File: src/rtl/cpu_control_unit.sv
// Multi-cycle accumulator CPU sequencer: fetch/decode/operand/execute FSM driving RAM and an external ALU.
// Latency from fetch: load/ALU 6, store 5, PC/AC control 4, no-op/halt 3 cycles; no backpressure, RAM is fixed 1-cycle.
module cpu_control_unit #(
    parameter int          ADDR_WIDTH = 15,
    parameter int          DATA_WIDTH = 16,
    parameter logic [15:0] RESET_PC   = 16'h0100
) (
    input  logic                  clk,
    input  logic                  rst,
    input  logic                  start,
    output logic [ADDR_WIDTH-1:0] mem_addr,
    input  logic [DATA_WIDTH-1:0] mem_rdata,
    output logic [DATA_WIDTH-1:0] mem_wdata,
    output logic                  mem_cs,
    output logic                  mem_we,
    output logic                  mem_oe,
    output logic [DATA_WIDTH-1:0] alu_a,
    output logic [DATA_WIDTH-1:0] alu_b,
    output logic [3:0]            alu_sel,
    input  logic [DATA_WIDTH-1:0] alu_out,
    output logic [15:0]           pc,
    output logic [DATA_WIDTH-1:0] ac,
    output logic                  instr_done,
    output logic                  halted
);

    typedef enum logic [3:0] {
        S_IDLE,
        S_F_ADDR,
        S_F_LATCH,
        S_DECODE,
        S_OP_ADDR,
        S_OP_READ,
        S_EXEC,
        S_ST_WRITE,
        S_HALT
    } state_t;

    state_t                state_q, state_d;
    logic [15:0]           pc_q, pc_d;
    logic [15:0]           ir_q, ir_d;
    logic [DATA_WIDTH-1:0] mbr_q, mbr_d;
    logic [DATA_WIDTH-1:0] ac_q, ac_d;

    logic [3:0]            opcode;
    logic [ADDR_WIDTH-1:0] op_addr;
    logic [ADDR_WIDTH-1:0] fetch_addr;
    logic                  ac_neg;
    logic                  ac_zero;
    logic                  skip_take;
    logic [3:0]            exec_alu_sel;

    assign opcode     = ir_q[15:12];
    assign op_addr    = ADDR_WIDTH'(ir_q[11:0]);
    assign fetch_addr = ADDR_WIDTH'(pc_q);
    assign ac_neg     = ac_q[DATA_WIDTH-1];
    assign ac_zero    = (ac_q == '0);

    assign mem_wdata = mbr_q;
    assign alu_a     = ac_q;
    assign alu_b     = mbr_q;
    assign pc        = pc_q;
    assign ac        = ac_q;

    // Skip condition field IR[11:10]: negative, zero, strictly positive, never.
    always_comb begin
        skip_take = 1'b0;
        unique case (ir_q[11:10])
            2'b00:   skip_take = ac_neg;
            2'b01:   skip_take = ac_zero;
            2'b10:   skip_take = !ac_neg && !ac_zero;
            default: skip_take = 1'b0;
        endcase
    end

    always_comb begin
        exec_alu_sel = 4'd0;
        case (opcode)
            4'h3:    exec_alu_sel = 4'd1;
            4'h4:    exec_alu_sel = 4'd2;
            4'h5:    exec_alu_sel = 4'd3;
            4'h6:    exec_alu_sel = 4'd4;
            4'hF:    exec_alu_sel = 4'd5;
            default: exec_alu_sel = 4'd0;
        endcase
    end

    always_comb begin
        state_d    = state_q;
        pc_d       = pc_q;
        ir_d       = ir_q;
        mbr_d      = mbr_q;
        ac_d       = ac_q;
        mem_cs     = 1'b0;
        mem_we     = 1'b0;
        mem_oe     = 1'b0;
        mem_addr   = '0;
        alu_sel    = 4'd0;
        instr_done = 1'b0;
        halted     = 1'b0;

        unique case (state_q)
            S_IDLE: begin
                if (start) state_d = S_F_ADDR;
            end
            S_F_ADDR: begin
                mem_addr = fetch_addr;
                mem_cs   = 1'b1;
                mem_oe   = 1'b1;
                state_d  = S_F_LATCH;
            end
            S_F_LATCH: begin
                ir_d    = mem_rdata[15:0];
                state_d = S_DECODE;
            end
            S_DECODE: begin
                pc_d = pc_q + 16'd1;
                case (opcode)
                    4'h1, 4'h2, 4'h3, 4'h4, 4'h5, 4'h6, 4'hF: state_d = S_OP_ADDR;
                    4'h8, 4'h9, 4'hA, 4'hB:                   state_d = S_EXEC;
                    4'hE: begin
                        instr_done = 1'b1;
                        state_d    = S_HALT;
                    end
                    default: begin
                        instr_done = 1'b1;
                        state_d    = S_F_ADDR;
                    end
                endcase
            end
            S_OP_ADDR: begin
                mem_addr = op_addr;
                mem_cs   = 1'b1;
                if (opcode == 4'h2) begin
                    // Store: capture AC now so ST_WRITE can present it as write data.
                    mbr_d   = ac_q;
                    state_d = S_ST_WRITE;
                end else begin
                    mem_oe  = 1'b1;
                    state_d = S_OP_READ;
                end
            end
            S_OP_READ: begin
                mbr_d   = mem_rdata;
                state_d = S_EXEC;
            end
            S_EXEC: begin
                instr_done = 1'b1;
                state_d    = S_F_ADDR;
                case (opcode)
                    4'h1: ac_d = mbr_q;
                    4'h3, 4'h4, 4'h5, 4'h6, 4'hF: begin
                        alu_sel = exec_alu_sel;
                        ac_d    = alu_out;
                    end
                    4'h8: pc_d = pc_q - 16'd1;
                    4'h9: if (skip_take) pc_d = pc_q + 16'd1;
                    4'hA: pc_d = {4'h0, ir_q[11:0]};
                    4'hB: ac_d = '0;
                    default: ;
                endcase
            end
            S_ST_WRITE: begin
                mem_addr   = op_addr;
                mem_cs     = 1'b1;
                mem_we     = 1'b1;
                instr_done = 1'b1;
                state_d    = S_F_ADDR;
            end
            S_HALT: begin
                halted = 1'b1;
            end
            default: state_d = S_IDLE;
        endcase
    end

    // Strobes are decoded from state, so async reset drops them without waiting for an edge.
    always_ff @(posedge clk or posedge rst) begin
        if (rst) begin
            state_q <= S_IDLE;
            pc_q    <= RESET_PC;
            ir_q    <= '0;
            mbr_q   <= '0;
            ac_q    <= '0;
        end else begin
            state_q <= state_d;
            pc_q    <= pc_d;
            ir_q    <= ir_d;
            mbr_q   <= mbr_d;
            ac_q    <= ac_d;
        end
    end

endmodule
File: config.mk
export PLATFORM = sky130hd
export DESIGN_NAME = cpu_control_unit
export DESIGN_NICKNAME = d
export VERILOG_FILES = /design/src/rtl/cpu_control_unit.sv
export SDC_FILE = /design/constraint.sdc
export NUM_CORES = 1
export LEC_CHECK = 0
export CELL_PAD_IN_SITES_DETAIL_PLACEMENT = 1
export CELL_PAD_IN_SITES_GLOBAL_PLACEMENT = 1
export CORE_ASPECT_RATIO = 0.5
export CORE_MARGIN = 2
export CORE_UTILIZATION = 34
export DETAILED_ROUTE_END_ITERATION = 8
export PLACE_DENSITY_LB_ADDON = 0.1
export SLEW_MARGIN = 15
export SYNTH_ARGS = -nofsm -noshare
export SYNTH_HDL_FRONTEND = slang
export SYNTH_SLANG_ARGS = --single-unit
File: constraint.sdc
create_clock -name clk -period 3.1 [get_ports clk]
set_input_delay 0.465 -clock clk [delete_from_list [all_inputs] [get_ports clk]]
set_output_delay 0.465 -clock clk [all_outputs]
set_load 0.05 [all_outputs]
==> results.md <==
- Status: complete, no violations
- Critical Path Start: ir_q[15]
- CTS root buffer: clkbuf_16
- Worst Reg-to-Reg Cells: 7
- GRT Total Usage: 0.221
- CP Launch Type: flop
- Largest area contributor in the netlist: dfrtp_1
- Routed WL per cell: approximately 19 um
- CP Data Arrival Time: 2290 ps
- CTS tree: done
- Setup_tns: 0 ps
- FP Rows: 29
- # Max-Cap Violations: 0
- Synth async-reset ratio: 1.00
- Worst Setup Path Type: reg -> out
- Setup Fix Bufs, Post-CTS: 0
- Commonest cells post-synth: dfrtp_1 (67), nand2_1 (53), o21ai_0 (52)
- Post-synthesis sequential area ratio: 0.390
- Io pins: 139
- Gpl congestion: 0.823
- Layout Cells excl Fill: roughly 760
- Reg2reg start: state_q[0]
- H-tree levels: 3
- Number of buffers added on ports: 137
- Post-synth cell types: 58
- Fin crit period: approximately 2800 ps
- First-pass GRT wire length: 23900 um
- HPWL after detailed placement: 10600 um
- Residual DRC: 0
- DR iter-0 viols: approximately 240
- Overall routed net length: around 15000 um
- Die Width: 164 um
- Core area: 12600 um^2
- Avg Vias per Cell: 5.49
- Clock transition at path regs: 60 ps
- Crit path capture type: primary output
- Share of layout cells above drive strength 1: 0.135
- Bufs on Longest Clock Path: 2
- Worst r2r dst: pc[3]
- Synth top area share: 0.384
- Worst min path class: reg -> reg
- Setup Viol. Count Final: 0
- Post_cts resized: 0
- Clk_skew: 8.71 ps
- Total gr overflow: 0
- CTS buffer count: 9
- Vias: around 4200
- Worst Path Required: 2630 ps
- Initial antenna violation count: 0
- Syn Std Cell Area: 4370 um^2
- Clock Latency Late Sink: around 330 ps
- Final Hold Slack: 487 ps
- Yosys reg bits: 68
- Slew Viols, Final: 0
- Num Clock Sinks: 68
- Worst rel slew slack: 0.346
- DRT Pass-1 Iters: 5
- Cell with the most instances after synthesis: dfrtp_1
- Syn Area/Cell: 8.77 um^2
- R2R setup slack: 560 ps
- Total Nets Final: ~630
- Post-synthesis cell count: 498
- Inst Count DP: 748
- Critical Path Sink: mem_oe
- Syn Nets: 535
- Vias in the first global route: 4388
- Final design utilization: 0.489
- Total die area: 13800 um^2
- Largest net degree at the start of global routing: 47
- Synth top area cells: dfrtp_1 (38%), o21ai_0 (6.0%), buf_4 (5.7%)
- Number of synthesized flops with an enable pin: 0
- Post-DRT Antenna Nets: 0
- Synth Warn #: 0
- Cts hold-fix bufs: 0
- RSZ-0062 raised after global routing: no
- Worst Max-Slew Pin Slew: 982 ps
- Initial Utilization: 0.347
- Fmax: 363 MHz
- CP max FO: 15
- Final Hold Violating Endpoints: 0
- Die Y: between 80 and 90 um
- Main flop type after synthesis: dfrtp_1
- Final Cycle Share: 0.889
- Layout area overhead: 40.9%
- Ant diodes: 0
layout make-up:
| type | count | area, um^2 |
|---|---|---|
| flip-flops and latches | 68 | 1700 |
| repair buffers | 152 | 1680 |
| multi-input cells | 352 | 2260 |
| well taps | 170 | 213 |
| clock inverters | 6 | 48.8 |
| inverters | 6 | 22.5 |
| fillers | 1424 | 6430 |
| clock buffers | 10 | 229 |
critical path, stage by stage (launching register included):
cell and delay [ps]:
dfrtp_1 580, nor2_1 110, a21oi_1 210, a21oi_1 90
nor3_1 150, clkdlybuf4s50_1 830
kinds of logic after synthesis:
logic type	count (synthesis)	share of synthesized area
AO/OA/AOI/OAI	152	0.223
XOR/XNOR	9	0.0180
adder cells (fa/ha/maj)	2	0.00573
buffers and inverters	78	0.0991
flip-flops	68	0.390
multiplexers	33	0.0805
other	1	0.000858
AND/OR/NAND/NOR	155	0.183
worst min path at each step:
| stage | end | slack (ps) | cells after the start | from |
|---|---|---|---|---|
| floorplan | ir_q[2] | 500 | 1 | ir_q[2] |
| detailed placement | pc[15] | 480 | 1 | pc[15] |
| CTS | pc[15] | 490 | 1 | pc[15] |
| finish | pc[15] | 490 | 1 | pc[15] |
| global placement | pc[15] | 470 | 1 | pc[15] |
| global route | pc[15] | 520 | 1 | pc[15] |
placed cells by master, fill, tap and decap left out, types with 8 or more instances in the layout:
cell type and n:
clkdlybuf4s50_1 117, dfrtp_1 67, nand2_1 53, o21ai_0 52
a21oi_1 28, nor2_1 23, buf_12 20, mux2_2 17
a22oi_1 17, mux2i_1 16, buf_4 15, nor3_1 13
a22o_1 13, nand3_1 9, a31oi_1 9, clkbuf_16 9
nand4_1 8
metal layers:
layer / global-route usage / part of all wire / wire (um) / vias up
met5: 0 / 0 / 0 / -
met4: 0.0311 / 0.0063 / 93 / 0
met3: 0.0568 / 0.053 / 785 / 10
met2: 0.348 / 0.45 / 6650 / 109
met1: 0.313 / 0.49 / 7230 / 2098
li1: - / - / - / 1975
through the flow:
stage               setup WS [ps]  instance area, um^2
floorplan                     309                 4370
global placement              630                 5880
detailed placement            604                 5880
CTS                           325                 6160
global route                  185                 6160
finish                        345                 6160
registers in the layout, summed over array words and instances, names as in the netlist:
signal,flops
pc,16
state_q,4
ir_q,16
alu_b,16
ac,16
Power is not shown: default switching activity piles up to over one toggle a cycle in this logic, so the estimate is an artifact.
